## config.mk

```make
export PLATFORM = sky130hd
export DESIGN_NAME = svm_dot_engine
export DESIGN_NICKNAME = d
export VERILOG_FILES = /design/src/rtl/svm_dot_engine.sv
export SDC_FILE = /design/constraint.sdc
export NUM_CORES = 2
export LEC_CHECK = 0
export CORE_MARGIN = 10
export CORE_UTILIZATION = 60
export CTS_BUF_LIST = sky130_fd_sc_hd__clkbuf_16
export CTS_CLUSTER_DIAMETER = 100
export DETAILED_ROUTE_END_ITERATION = 8
export GPL_TIMING_DRIVEN = 0
export PLACE_DENSITY = 0.81
export SETUP_SLACK_MARGIN = 0.3
export SYNTH_ARGS = -nofsm -noshare
export SYNTH_HDL_FRONTEND = slang
export SYNTH_SLANG_ARGS = --single-unit
```

## constraint.sdc

```tcl
create_clock -name clk -period 28.5 [get_ports clk]
set_input_delay 8.55 -clock clk [delete_from_list [all_inputs] [get_ports clk]]
set_output_delay 8.55 -clock clk [all_outputs]
set_load 0.005 [all_outputs]
```

## src/rtl/svm_dot_engine.sv

```systemverilog
// svm_dot_engine: multi-lane signed MAC producing one biased dot product per support vector
// against a held test vector, with valid/ready handshakes and optional saturation.
module svm_dot_engine #(
   parameter int DATA_SIZE  = 16,
   parameter int ACCUM_SIZE = 48,
   parameter int NUM_FEAT   = 8,
   parameter int NUM_LANES  = 2,
   parameter int SATURATE   = 1
) (
   input  logic                           clk,
   input  logic                           rst_n,
   input  logic                           vec_valid,
   output logic                           vec_ready,
   input  logic [NUM_FEAT*DATA_SIZE-1:0]  vec_data,
   input  logic [ACCUM_SIZE-1:0]          accum_in,
   input  logic                           sv_valid,
   output logic                           sv_ready,
   input  logic [NUM_LANES*DATA_SIZE-1:0] sv_data,
   input  logic                           sv_last,
   input  logic                           sv_eov,
   output logic                           res_valid,
   input  logic                           res_ready,
   output logic [ACCUM_SIZE-1:0]          res_data,
   output logic                           res_ovf,
   output logic                           err
);
   localparam int NUM_BEATS = NUM_FEAT / NUM_LANES;
   localparam int BW        = NUM_BEATS > 1 ? $clog2(NUM_BEATS) : 1;
   localparam int EXT       = ACCUM_SIZE + $clog2(NUM_LANES) + 2;
   localparam int PW        = 2 * DATA_SIZE;
   localparam logic [BW-1:0] LAST_BEAT = BW'(NUM_BEATS - 1);
   localparam logic signed [EXT-1:0] MAX_V = {{(EXT-ACCUM_SIZE+1){1'b0}}, {(ACCUM_SIZE-1){1'b1}}};
   localparam logic signed [EXT-1:0] MIN_V = {{(EXT-ACCUM_SIZE+1){1'b1}}, {(ACCUM_SIZE-1){1'b0}}};

   typedef enum logic [1:0] {IDLE, RUN, OUT} state_t;

   state_t                          state_q, state_d;
   logic [BW-1:0]                   beat_q, beat_d;
   logic [NUM_FEAT*DATA_SIZE-1:0]   vec_q, vec_d;
   logic [ACCUM_SIZE-1:0]           bias_q, bias_d;
   logic [ACCUM_SIZE-1:0]           acc_q, acc_d;
   logic                            ovf_q, ovf_d;
   logic                            eov_q, eov_d;
   logic                            res_valid_q, res_valid_d;
   logic [ACCUM_SIZE-1:0]           res_data_q, res_data_d;
   logic                            res_ovf_q, res_ovf_d;
   logic                            err_q, err_d;

   logic signed [PW-1:0]            prod;
   logic signed [EXT-1:0]           lane_sum, sum;
   logic                            ovf_now;
   logic [ACCUM_SIZE-1:0]           red;
   logic                            final_beat;

   assign vec_ready = state_q == IDLE;
   assign sv_ready  = state_q == RUN;
   assign res_valid = res_valid_q;
   assign res_data  = res_data_q;
   assign res_ovf   = res_ovf_q;
   assign err       = err_q;
   assign final_beat = beat_q == LAST_BEAT;

   // Sum is held wide enough that neither the lane sum nor the accumulate can wrap before f().
   always_comb begin
      lane_sum = '0;
      prod     = '0;
      for (int i = 0; i < NUM_LANES; i++) begin
         prod = $signed(vec_q[(int'(beat_q) * NUM_LANES + i) * DATA_SIZE +: DATA_SIZE])
              * $signed(sv_data[i * DATA_SIZE +: DATA_SIZE]);
         lane_sum = lane_sum + {{(EXT-PW){prod[PW-1]}}, prod};
      end
      sum     = {{(EXT-ACCUM_SIZE){acc_q[ACCUM_SIZE-1]}}, acc_q} + lane_sum;
      ovf_now = (sum > MAX_V) || (sum < MIN_V);
      red     = (SATURATE != 0 && ovf_now) ? (sum[EXT-1] ? MIN_V[ACCUM_SIZE-1:0] : MAX_V[ACCUM_SIZE-1:0])
                                           : sum[ACCUM_SIZE-1:0];
   end

   always_comb begin
      state_d     = state_q;
      beat_d      = beat_q;
      vec_d       = vec_q;
      bias_d      = bias_q;
      acc_d       = acc_q;
      ovf_d       = ovf_q;
      eov_d       = eov_q;
      res_valid_d = res_valid_q;
      res_data_d  = res_data_q;
      res_ovf_d   = res_ovf_q;
      err_d       = err_q;
      if (state_q == IDLE && vec_valid) begin
         vec_d   = vec_data;
         bias_d  = accum_in;
         acc_d   = accum_in;
         beat_d  = '0;
         ovf_d   = 1'b0;
         state_d = RUN;
      end
      if (state_q == RUN && sv_valid) begin
         acc_d  = red;
         beat_d = beat_q + 1'b1;
         ovf_d  = ovf_q | ovf_now;
         err_d  = err_q | (final_beat != sv_last);
         if (final_beat) begin
            res_data_d  = red;
            res_ovf_d   = ovf_q | ovf_now;
            res_valid_d = 1'b1;
            eov_d       = sv_eov;
            state_d     = OUT;
         end
      end
      if (state_q == OUT && res_ready) begin
         res_valid_d = 1'b0;
         acc_d       = bias_q;
         beat_d      = '0;
         ovf_d       = 1'b0;
         state_d     = eov_q ? IDLE : RUN;
      end
   end

   always_ff @(posedge clk or negedge rst_n) begin
      if (!rst_n) begin
         state_q     <= IDLE;
         beat_q      <= '0;
         vec_q       <= '0;
         bias_q      <= '0;
         acc_q       <= '0;
         ovf_q       <= 1'b0;
         eov_q       <= 1'b0;
         res_valid_q <= 1'b0;
         res_data_q  <= '0;
         res_ovf_q   <= 1'b0;
         err_q       <= 1'b0;
      end else begin
         state_q     <= state_d;
         beat_q      <= beat_d;
         vec_q       <= vec_d;
         bias_q      <= bias_d;
         acc_q       <= acc_d;
         ovf_q       <= ovf_d;
         eov_q       <= eov_d;
         res_valid_q <= res_valid_d;
         res_data_q  <= res_data_d;
         res_ovf_q   <= res_ovf_d;
         err_q       <= err_d;
      end
   end
endmodule

```

==> metrics.md <==
| Metric | Value |
|---|---|
| HP Start | `vec_q[101]$_DFFE_PN0P_` |
| Final GP Congestion | `about 0.97` |
| DR WL/cell | `~21 um` |
| Syn nets | `around 5,300` |
| Metal2 WL | `52,100 um` |
| Crit path kind | `primary input to flip-flop` |
| Mapped cell area | `~38,000 um^2` |
| Main flop type after synthesis | `dfrtp_1` |
| Slew @ Worst Pin | `around 1300 ps` |
| Min-Delay Path Class | `flip-flop to flip-flop` |
| Post-synth cell types | `67` |
| Rows | `92` |
| Pins Over Slew Limit | `0` |
| Most used cell, CP | `fa_1` |
| Post-CTS Setup Inserts | `0` |
| Clock Skew | `76.6 ps` |
| Critical Path AT | `18,770 ps` |
| Hold path depth | `2` |
| Reg2reg end | `acc_q[0]$_DFFE_PN0P_` |
| Clk sinks | `~280` |
| Worst R2R Path Depth | `32` |
| First-pass GRT wire length | `between 150,000 and 200,000 um` |
| Met3 WL | `10,800 um` |
| CTS buffer count | `30` |
| Top Metal Used | `met5` |
| Core box area | `63,100 um^2` |
| Slowest Stage Delay on Critical Path | `870 ps` |
| CTS Hold Bufs | `0` |
| # port buffers | `around 270` |
| DR vias | `29,500` |
| Ys async rst share | `100%` |
| GRT Total Usage | `30.6%` |
| Area delta synth->final | `12.7%` |
| Final core occ | `68.4%` |
| Chip width | `273 um` |
| # H-tree levels | `1` |
| Vias in the first global route | `~31,000` |
| Post-DP HPWL | `94,000 um` |
| Worst setup path start | `sv_data[8]` |
| Syn avg cell area | `9.31 um^2` |
| Fmax | `54.7 MHz` |
| Clock Path Buffers | `3` |
| Worst R2R Setup Slack | `16,110 ps` |
| Hold Fails Final Rpt | `0` |
| EDFF count, synth | `0` |
| MaxCap Viol Count | `0` |
| RR Startpoint | `beat_q[0]$_DFFE_PN0P_` |
| # nets final | `5,574` |
| Fill cells | `4,824` |
| Slew margin rel. | `15.0%` |
| Flops & latches, synth | `281` |
| Initial Utilization | `60.7%` |
| Slowest-stage cell, CP | `fa_1` |
| RSZ-0062 raised after global routing | `no` |
| Die Y-Extent | `273 um` |
| DRT iter0 DRCs | `roughly 2,700` |
| Worst path required time | `28,980 ps` |
| Count of final setup violators | `0` |
| Hold Path End | `vec_q[101]$_DFFE_PN0P_` |
| ANT nets after route | `0` |
| Largest net degree at the start of global routing | `123` |
| Vias per cell | `5.56` |
| TritonRoute pass-1 iters | `6` |
| Synth Instances | `4,110` |
| Clock Tree Root | `clkbuf_16` |
| Routed Wire Length | `around 110,000 um` |
| Grt ovf | `0` |
| Status | `completed` |
| CTS tree | `built` |
| Die footprint | `74,300 um^2` |
| Crit-path max FO | `10` |
| Initial antenna violation count | `11` |
| Resize count post-CTS | `0` |
| Synth warn | `0` |
| Total negative slack | `0 ps` |
| DRC viols | `0` |
| Tmin final | `18,290 ps` |
| Final setup margin | `10,210 ps` |
| Element type at the critical path start | `primary input` |
| Worst-path clk slew | `60 ps` |
| Pre-CTS setup slack | `9730 ps` |
| CP endpoint kind | `flip-flop` |
| Sequential area share after synthesis | `18.4%` |
| I/O Pins | `approximately 270` |
| Worst-Skew Late Latency | `630 ps` |
| Final period utilization | `64.2%` |
| M1 wire length | `42,200 um` |
| Share of cells above drive strength 1 | `3.42%` |
==> kinds of logic (layout without fill, tap and decap cells) <==
kind of cell,count (synthesis),count (layout),share of synthesized area [%]
compound gates,365,365,5.68
mux,32,32,1.88
fa+ha+maj,978,978,47.0
simple gates,1304,1304,14.8
buf+inv,1094,1422,10.9
other cells,0,13,0
xor+xnor,56,56,1.32
flops,281,281,18.4
==> cells in the mapped netlist (9+ instances only) <==
cell type,n,area [um^2]
a21o_1,16,120
a21oi_1,151,756
and2_1,247,1550
buf_1,9,33.8
buf_2,17,85.1
clkbuf_1,141,529
dfrtp_1,281,7030
fa_1,774,15500
ha_1,170,2130
inv_1,920,3450
maj3_2,29,327
mux4_2,32,721
nand2_1,921,3460
nand3_1,20,100
nand4_1,10,62.6
nor2_1,66,248
nor2b_1,16,100
o211ai_1,41,308
o21ai_0,33,165
o21ai_1,57,285
o21bai_1,11,82.6
xnor2_1,36,315
xor2_1,18,158
==> metal layers <==
metal  up-vias  GRT usage [%]
li1      12800              -
met1     15000           40.5
met2      1451           49.3
met3       251           6.33
met4         2           11.9
met5         -              0
==> registers in the layout (all words and copies together) (netlist names), 2 cells and up <==
name      cells
bias_q       48
beat_q        2
acc_q        48
res_data     48
vec_q       128
state_q       2
==> how the worst max path moves through the flow <==
stage | to | cells past startpoint
after floorplan | acc_q[38]$_DFFE_PN0P_ | 29
after global placement | vec_q[122]$_DFFE_PN0P_ | 1
after detailed placement | acc_q[44]$_DFFE_PN0P_ | 31
after CTS | acc_q[28]$_DFFE_PN0P_ | 30
after global routing | acc_q[28]$_DFFE_PN0P_ | 32
final | acc_q[0]$_DFFE_PN0P_ | 30
==> worst max-delay path: cells and delay by family <==
family                   cells  cell delay (ps)
buffers and inverters        9             2460
adder cells (fa/ha/maj)      9             5170
AND/OR/NAND/NOR              6             1110
XOR/XNOR                     1              410
AO/OA/AOI/OAI                5             1020
==> layout by cell type, fill, tap and decap left out, drive strengths merged, types with 3 or more instances in the layout <==
cell / synthesis / final
a211o: 3 / 3
a21o: 17 / 17
a21oi: 155 / 155
a31oi: 7 / 7
and2: 247 / 247
buf: 33 / 40
clkbuf: 141 / 171
clkdlybuf4s50: 0 / 266
clkinv: 0 / 15
clkinvlp: 0 / 3
dfrtp: 281 / 281
diode: 0 / 13
fa: 774 / 774
ha: 170 / 170
inv: 920 / 925
maj3: 34 / 34
mux4: 32 / 32
nand2: 922 / 922
nand2b: 5 / 5
nand3: 20 / 20
nand4: 10 / 10
nor2: 66 / 66
nor2b: 16 / 16
nor3: 4 / 4
o211ai: 41 / 41
o21a: 7 / 7
o21ai: 92 / 92
o21bai: 11 / 11
o221ai: 4 / 4
o22ai: 7 / 7
or2: 3 / 3
xnor2: 38 / 38
xor2: 18 / 18
==> layout make-up <==
| type | count | area (um^2) | share of cell area (%) |
|---|---|---|---|
| Timing Repair Buffer | 273 | 2810 | 6.52 |
| Clock buffer | 30 | 751 | 1.74 |
| Buffer | 174 | 716 | 1.66 |
| Tap cell | 846 | 1060 | 2.45 |
| Multi-Input combinational cell | 2735 | 27100 | 62.8 |
| Inverter | 920 | 3450 | 8.01 |
| Sequential cell | 281 | 7030 | 16.3 |
| Antenna cell | 13 | 32.5 | 0.0754 |
| Clock inverter | 25 | 203 | 0.470 |
==> stage by stage <==
step	instance area [um^2]	std cells	hold slack, ps
final	43100	5297	469
after floorplan	38300	4110	440
after global placement	42000	5223	440
after detailed placement	42100	5228	457
after CTS	43100	5283	472
after global routing	43100	5293	482
Power is not shown: default switching activity piles up to over one toggle a cycle in this logic, so the estimate is an artifact.
